`config.mk`:
```
export PLATFORM = sky130hd
export DESIGN_NAME = fifo_sync_param
export DESIGN_NICKNAME = d
export VERILOG_FILES = /design/src/rtl/fifo_pkg.sv /design/src/rtl/fifo_mem.sv /design/src/rtl/fifo_sync_param.sv
export SDC_FILE = /design/constraint.sdc
export NUM_CORES = 1
export LEC_CHECK = 0
export ABC_AREA = 1
export BUFFER_PORTS_ARGS = -buffer_cell sky130_fd_sc_hd__clkbuf_2
export CAP_MARGIN = 20
export CORE_UTILIZATION = 35
export DETAILED_ROUTE_END_ITERATION = 8
export PLACE_DENSITY = 0.59
export SETUP_SLACK_MARGIN = 0.15
export SLEW_MARGIN = 25
export SYNTH_ARGS = -nofsm -noshare
export SYNTH_HDL_FRONTEND = slang
export SYNTH_HIERARCHICAL = 1
export SYNTH_SLANG_ARGS = --single-unit
```
`constraint.sdc`:
```
create_clock -name clk -period 3 [get_ports clk]
set_input_delay 0.15 -clock clk [delete_from_list [all_inputs] [get_ports clk]]
set_output_delay 0.15 -clock clk [all_outputs]
set_load 0.02 [all_outputs]
```
`src/rtl/fifo_pkg.sv`:
```
// ============================================================================
// Module      : fifo_pkg
// Description : Shared defaults and read-mode type for the synchronous FIFO.
// Revision    : 1.0 - initial release
// ============================================================================
`default_nettype none

package fifo_pkg;

    localparam int c_DEF_DATA_WIDTH    = 8;
    localparam int c_DEF_ADDR_WIDTH    = 6;
    localparam int c_DEF_AFULL_THRESH  = 56;
    localparam int c_DEF_AEMPTY_THRESH = 8;

    typedef enum logic [0:0] {
        MODE_STD  = 1'b0,
        MODE_FWFT = 1'b1
    } fifo_mode_e;

    function automatic fifo_mode_e mode_of(input int fwft);
        return (fwft != 0) ? MODE_FWFT : MODE_STD;
    endfunction

endpackage

`default_nettype wire

```
`src/rtl/fifo_mem.sv`:
```
// ============================================================================
// Module      : fifo_mem
// Description : DEPTH x DATA_WIDTH storage, synchronous write, async read.
// Revision    : 1.0 - initial release
// ============================================================================
`default_nettype none

module fifo_mem #(
    parameter int DATA_WIDTH = 8,
    parameter int ADDR_WIDTH = 6
) (
    input  logic                  clk,
    input  logic                  wr_en,
    input  logic [ADDR_WIDTH-1:0] waddr,
    input  logic [DATA_WIDTH-1:0] wdata,
    input  logic [ADDR_WIDTH-1:0] raddr,
    output logic [DATA_WIDTH-1:0] rdata
);

    localparam int c_DEPTH = 1 << ADDR_WIDTH;

    // Storage is deliberately not reset; validity is tracked by the pointers.
    logic [DATA_WIDTH-1:0] r_mem [c_DEPTH];

    always_ff @(posedge clk) begin
        if (wr_en) begin
            r_mem[waddr] <= wdata;
        end
    end

    assign rdata = r_mem[raddr];

endmodule

`default_nettype wire

```
`src/rtl/fifo_sync_param.sv`:
```
// ============================================================================
// Module      : fifo_sync_param
// Description : Parametrised single-clock FIFO, standard or FWFT read mode.
// Revision    : 1.0 - initial release
// ============================================================================
`default_nettype none

module fifo_sync_param
    import fifo_pkg::*;
#(
    parameter int DATA_WIDTH    = c_DEF_DATA_WIDTH,
    parameter int ADDR_WIDTH    = c_DEF_ADDR_WIDTH,
    parameter int FWFT          = 0,
    parameter int AFULL_THRESH  = c_DEF_AFULL_THRESH,
    parameter int AEMPTY_THRESH = c_DEF_AEMPTY_THRESH
) (
    input  logic                  clk,
    input  logic                  rst,
    input  logic                  wr_en,
    input  logic [DATA_WIDTH-1:0] wdata,
    input  logic                  rd_en,
    output logic [DATA_WIDTH-1:0] rdata,
    output logic                  rd_valid,
    output logic                  full,
    output logic                  empty,
    output logic                  afull,
    output logic                  aempty,
    output logic [ADDR_WIDTH:0]   count,
    output logic                  overflow,
    output logic                  underflow,
    input  logic                  clr_err
);

    localparam fifo_mode_e         c_MODE     = mode_of(FWFT);
    localparam logic [ADDR_WIDTH:0] c_FULL_CNT = {1'b1, {ADDR_WIDTH{1'b0}}};
    localparam logic [ADDR_WIDTH:0] c_AFULL    = (ADDR_WIDTH+1)'(AFULL_THRESH);
    localparam logic [ADDR_WIDTH:0] c_AEMPTY   = (ADDR_WIDTH+1)'(AEMPTY_THRESH);

    logic [ADDR_WIDTH:0]   r_wptr;
    logic [ADDR_WIDTH:0]   r_rptr;
    logic [ADDR_WIDTH:0]   r_count;
    logic                  r_overflow;
    logic                  r_underflow;

    logic                  w_full;
    logic                  w_empty;
    logic                  w_wr_acc;
    logic                  w_rd_acc;
    logic [DATA_WIDTH-1:0] w_mem_rdata;

    // All flags derive from the registered count, never from the requests.
    assign w_full   = (r_count == c_FULL_CNT);
    assign w_empty  = (r_count == '0);
    assign w_wr_acc = wr_en & ~w_full;
    assign w_rd_acc = rd_en & ~w_empty;

    assign full      = w_full;
    assign empty     = w_empty;
    assign afull     = (r_count >= c_AFULL);
    assign aempty    = (r_count <= c_AEMPTY);
    assign count     = r_count;
    assign overflow  = r_overflow;
    assign underflow = r_underflow;

    always_ff @(posedge clk) begin
        if (rst) begin
            r_wptr  <= '0;
            r_rptr  <= '0;
            r_count <= '0;
        end else begin
            if (w_wr_acc) begin
                r_wptr <= r_wptr + 1'b1;
            end
            if (w_rd_acc) begin
                r_rptr <= r_rptr + 1'b1;
            end
            case ({w_wr_acc, w_rd_acc})
                2'b10:   r_count <= r_count + 1'b1;
                2'b01:   r_count <= r_count - 1'b1;
                default: r_count <= r_count;
            endcase
        end
    end

    // Clearing wins over a same-cycle offending request.
    always_ff @(posedge clk) begin
        if (rst || clr_err) begin
            r_overflow  <= 1'b0;
            r_underflow <= 1'b0;
        end else begin
            if (wr_en && w_full) begin
                r_overflow <= 1'b1;
            end
            if (rd_en && w_empty) begin
                r_underflow <= 1'b1;
            end
        end
    end

    fifo_mem #(
        .DATA_WIDTH (DATA_WIDTH),
        .ADDR_WIDTH (ADDR_WIDTH)
    ) u_mem (
        .clk   (clk),
        .wr_en (w_wr_acc),
        .waddr (r_wptr[ADDR_WIDTH-1:0]),
        .wdata (wdata),
        .raddr (r_rptr[ADDR_WIDTH-1:0]),
        .rdata (w_mem_rdata)
    );

    generate
        if (c_MODE == MODE_FWFT) begin : g_fwft
            assign rdata    = w_mem_rdata;
            assign rd_valid = ~w_empty;
        end else begin : g_std
            logic [DATA_WIDTH-1:0] r_rdata;
            logic                  r_rd_valid;

            always_ff @(posedge clk) begin
                if (rst) begin
                    r_rdata    <= '0;
                    r_rd_valid <= 1'b0;
                end else begin
                    r_rd_valid <= w_rd_acc;
                    if (w_rd_acc) begin
                        r_rdata <= w_mem_rdata;
                    end
                end
            end

            assign rdata    = r_rdata;
            assign rd_valid = r_rd_valid;
        end
    endgenerate

endmodule

`default_nettype wire

```
==> key figures <==
Yosys
  – Synthesized instance count: between 2000 and 2500
  – Seq/Total Area, Yosys: 70.25%
  – Post-synth top flop: edfxtp_1
  – Top area cells in the synthesized netlist: edfxtp_1, nand2_1, nand3_1
  – Yosys top cell by area: edfxtp_1
  – Syn Nets: roughly 2000
  – Post-synth top cells: nand2_1, edfxtp_1, nand3_1
  – Yosys cell types: 28
  – #FFs+latches synth: 542
  – Post-synth EDFFs: 512
  – Yosys warns: 6
  – FFs w/ async S/R, synth: 0%
  – Avg Cell Area, Syn: 11.28 um2
  – Top-count cell post-synth: nand2_1
  – Yosys top cell area share: 67.61%
  – Cell Area, Synth: 0.02274 mm2

Placement
  – Area after DPL: roughly 0.024 mm2
  – DP Wirelength: 33710 um
  – Post-Place Setup Slack: 0.4511 ns
  – Port Buffers: 34
  – RD Place Congestion: 0.9357
  – Placed Cells: 2898

Die
  – Effective utilization at floorplan: between 30% and 40%
  – Die Width: 256.9 um
  – Die ar.: 0.06600 mm2
  – Die H: 256.9 um
  – I/O pin total: 35
  – FP Rows: 93
  – Core ar.: 0.06435 mm2

Min path
  – Worst min path class: input pin to register
  – Hold wc startpoint: wdata[3]

Clock tree
  – CTS root buffer: clkbuf_16
  – Post-CTS setup buffer count: 0
  – Clock Tree Buf Depth: 3
  – Cts hold-fix bufs: 8
  – Total CTS buffers: 57
  – CTS tree: yes
  – Clk_lat worst skew: 0.61 ns
  – H-Tree Level Count: 2
  – CTS clock-pin slew for the worst setup and hold paths: 0.06 ns
  – Clock sinks: 542
  – Cts repair resizes: 0

Layout
  – NumNets Final: 2132
  – Final Non-Filler Cells: between 3000 and 4000
  – Multi-input logic area: 0.005788 mm2
  – Fillers: 6070
  – Share of layout cells above drive strength 1: 11.21%
  – Post-route cell area: 0.02596 mm2
  – Fin util: 40.34%
  – Area growth, synth to finish: 14.14%
  – Diode count: 0
  – Register Area: 0.01598 mm2

Worst setup path
  – Type of the worst setup path: register to register
  – Crit path cell chain: nor2_2 > nand2_2 > o21ai_4 > inv_2 > ha_1 > ha_1 > or2_2 > nand3_1 > a21oi_1 > nor2_1 > nor2_1
  – Critical path's largest stage delay: 0.45 ns
  – Startpoint types: register
  – Worst path slowest cell: dfxtp_1
  – Critical Path AT: 3.07 ns
  – R2r startpoint: count[0]$_SDFFE_PP0P_
  – WP buf/inv: 1
  – CP endpoint kind: register
  – Crit path from: count[0]$_SDFFE_PP0P_
  – Worst EP required: 3.50 ns
  – Family with the most delay on the worst path: simple AND/OR/NAND/NOR gates
  – CP max FO: 16

GRT
  – Vias in the first global route: 14690
  – Gr ovfl total: 0
  – All-layer global routing usage: 17.28%
  – Largest net degree at the start of global routing: approximately 170
  – Antenna violations before repair: 1
  – First-pass GRT wire length: 87920 um

STA
  – Slew headroom: 36.75%
  – Setup TNS: 0 ns
  – Setup-failing EPs final: 0
  – Post-route minimum period: 2.569 ns
  – Final Max Tran Viols: 0
  – Final setup margin: 0.4310 ns
  – Fmax: 389.3 MHz
  – Hold slack: 0.07450 ns
  – Clk_skew: 0.01855 ns
  – RSZ-0062 raised after global routing: no
  – Hold Vio Cnt, Final: 0
  – Final worst path period share: 85.63%
  – Worst Tran Pin Value: 0.9488 ns

Power
  – P_leak: ~9.5 nW
  – Peak supply drop: 0.0004959 V
  – Pwr Density: roughly 780 mW/mm2
  – Total power: 20.17 mW

Drt
  – Post-DR vias/cell: 5.050
  – # DRC: 0
  – Wire per inst: 19.01 um
  – Total number of vias: 15220
  – Routed WL: 57280 um
  – Iter 0 DRT Violations: between 1000 and 1500
  – Drt first pass iters: 5
  – Post-route ant nets: 0

Run
  – Max Cap Viol: 0

Run status
  – Status: finished, final reports clean
## final timing paths
kind | end | slack, ns | cells past startpoint
worst min register to register | rdata[5]$_SDFFE_PP0P_ | 0.49 | 2
worst min-delay path | u_mem/r_mem[27][3]$_DFFE_PP_ | 0.07 | 2
worst max register to register | count[5]$_SDFFE_PP0P_ | 0.43 | 11
worst max-delay path | count[5]$_SDFFE_PP0P_ | 0.43 | 11
## sequential cells by signal, summed over array words and instances, names as in the netlist
| signal | count |
|---|---|
| count | 7 |
| u_mem/r_mem | 512 |
| underflow | 1 |
| rdata | 8 |
| r_wptr | 6 |
| overflow | 1 |
| rd_valid | 1 |
| r_rptr | 6 |
## cell families after synthesis
kind of cell / synth area share [%]
DFF: 70.25
AOI/OAI and AO/OA: 0.9463
and+or+nand+nor: 23.71
xor gates and xnor gates: 0.2696
adders and majority gates: 0.5282
buffers and inverters: 4.302
## worst reg2reg max path, cell delays in order, from the launching register on
cell and delay, ns:
dfxtp_1 0.45, nor2_2 0.09, nand2_2 0.15, o21ai_4 0.07
inv_2 0.23, ha_1 0.39, ha_1 0.37, or2_2 0.34
nand3_1 0.13, a21oi_1 0.08, nor2_1 0.12, nor2_1 0.05
## where the power goes
| part | internal [mW] | switching, mW | total [mW] |
|---|---|---|---|
| clock network | 3.91 | 2.88 | 6.79 |
| logic | 1.36 | 3.46 | 4.82 |
| registers | 8.43 | 0.128 | 8.56 |
| total | 13.7 | 6.47 | 20.2 |
## final cells by class
type	instances	area share, %
sequential	542	61.58
multi-input combinational	1322	22.30
clock buffer	67	5.803
timing repair buffer	152	4.531
tap	855	4.121
clock inverter	40	1.138
inverter	35	0.5350
## cell usage in the layout (no fill, tap or decap), drive strengths merged
cell type,count
a21oi,20
buf,110
bufinv,4
clkbuf,101
clkinv,31
clkinvlp,4
dfxtp,30
dlygate4sd3,8
edfxtp,512
fa,1
ha,8
inv,36
nand2,697
nand3,453
nand3b,2
nand4,11
nor2,95
nor4,8
o211ai,1
o21ai,17
or2,2
xnor2,5
xor2,2
## metal layers
layer	routed length [um]	track usage (%)	vias up	share of wire [%]
met1	25090	23.34	7488	44
li1	-	-	7224	-
met3	3121	2.866	86	5.4
met4	1337	4.778	0	2.3
met2	27730	28.71	417	48
met5	0	0	-	0
Power figures use the tool's default switching activity.
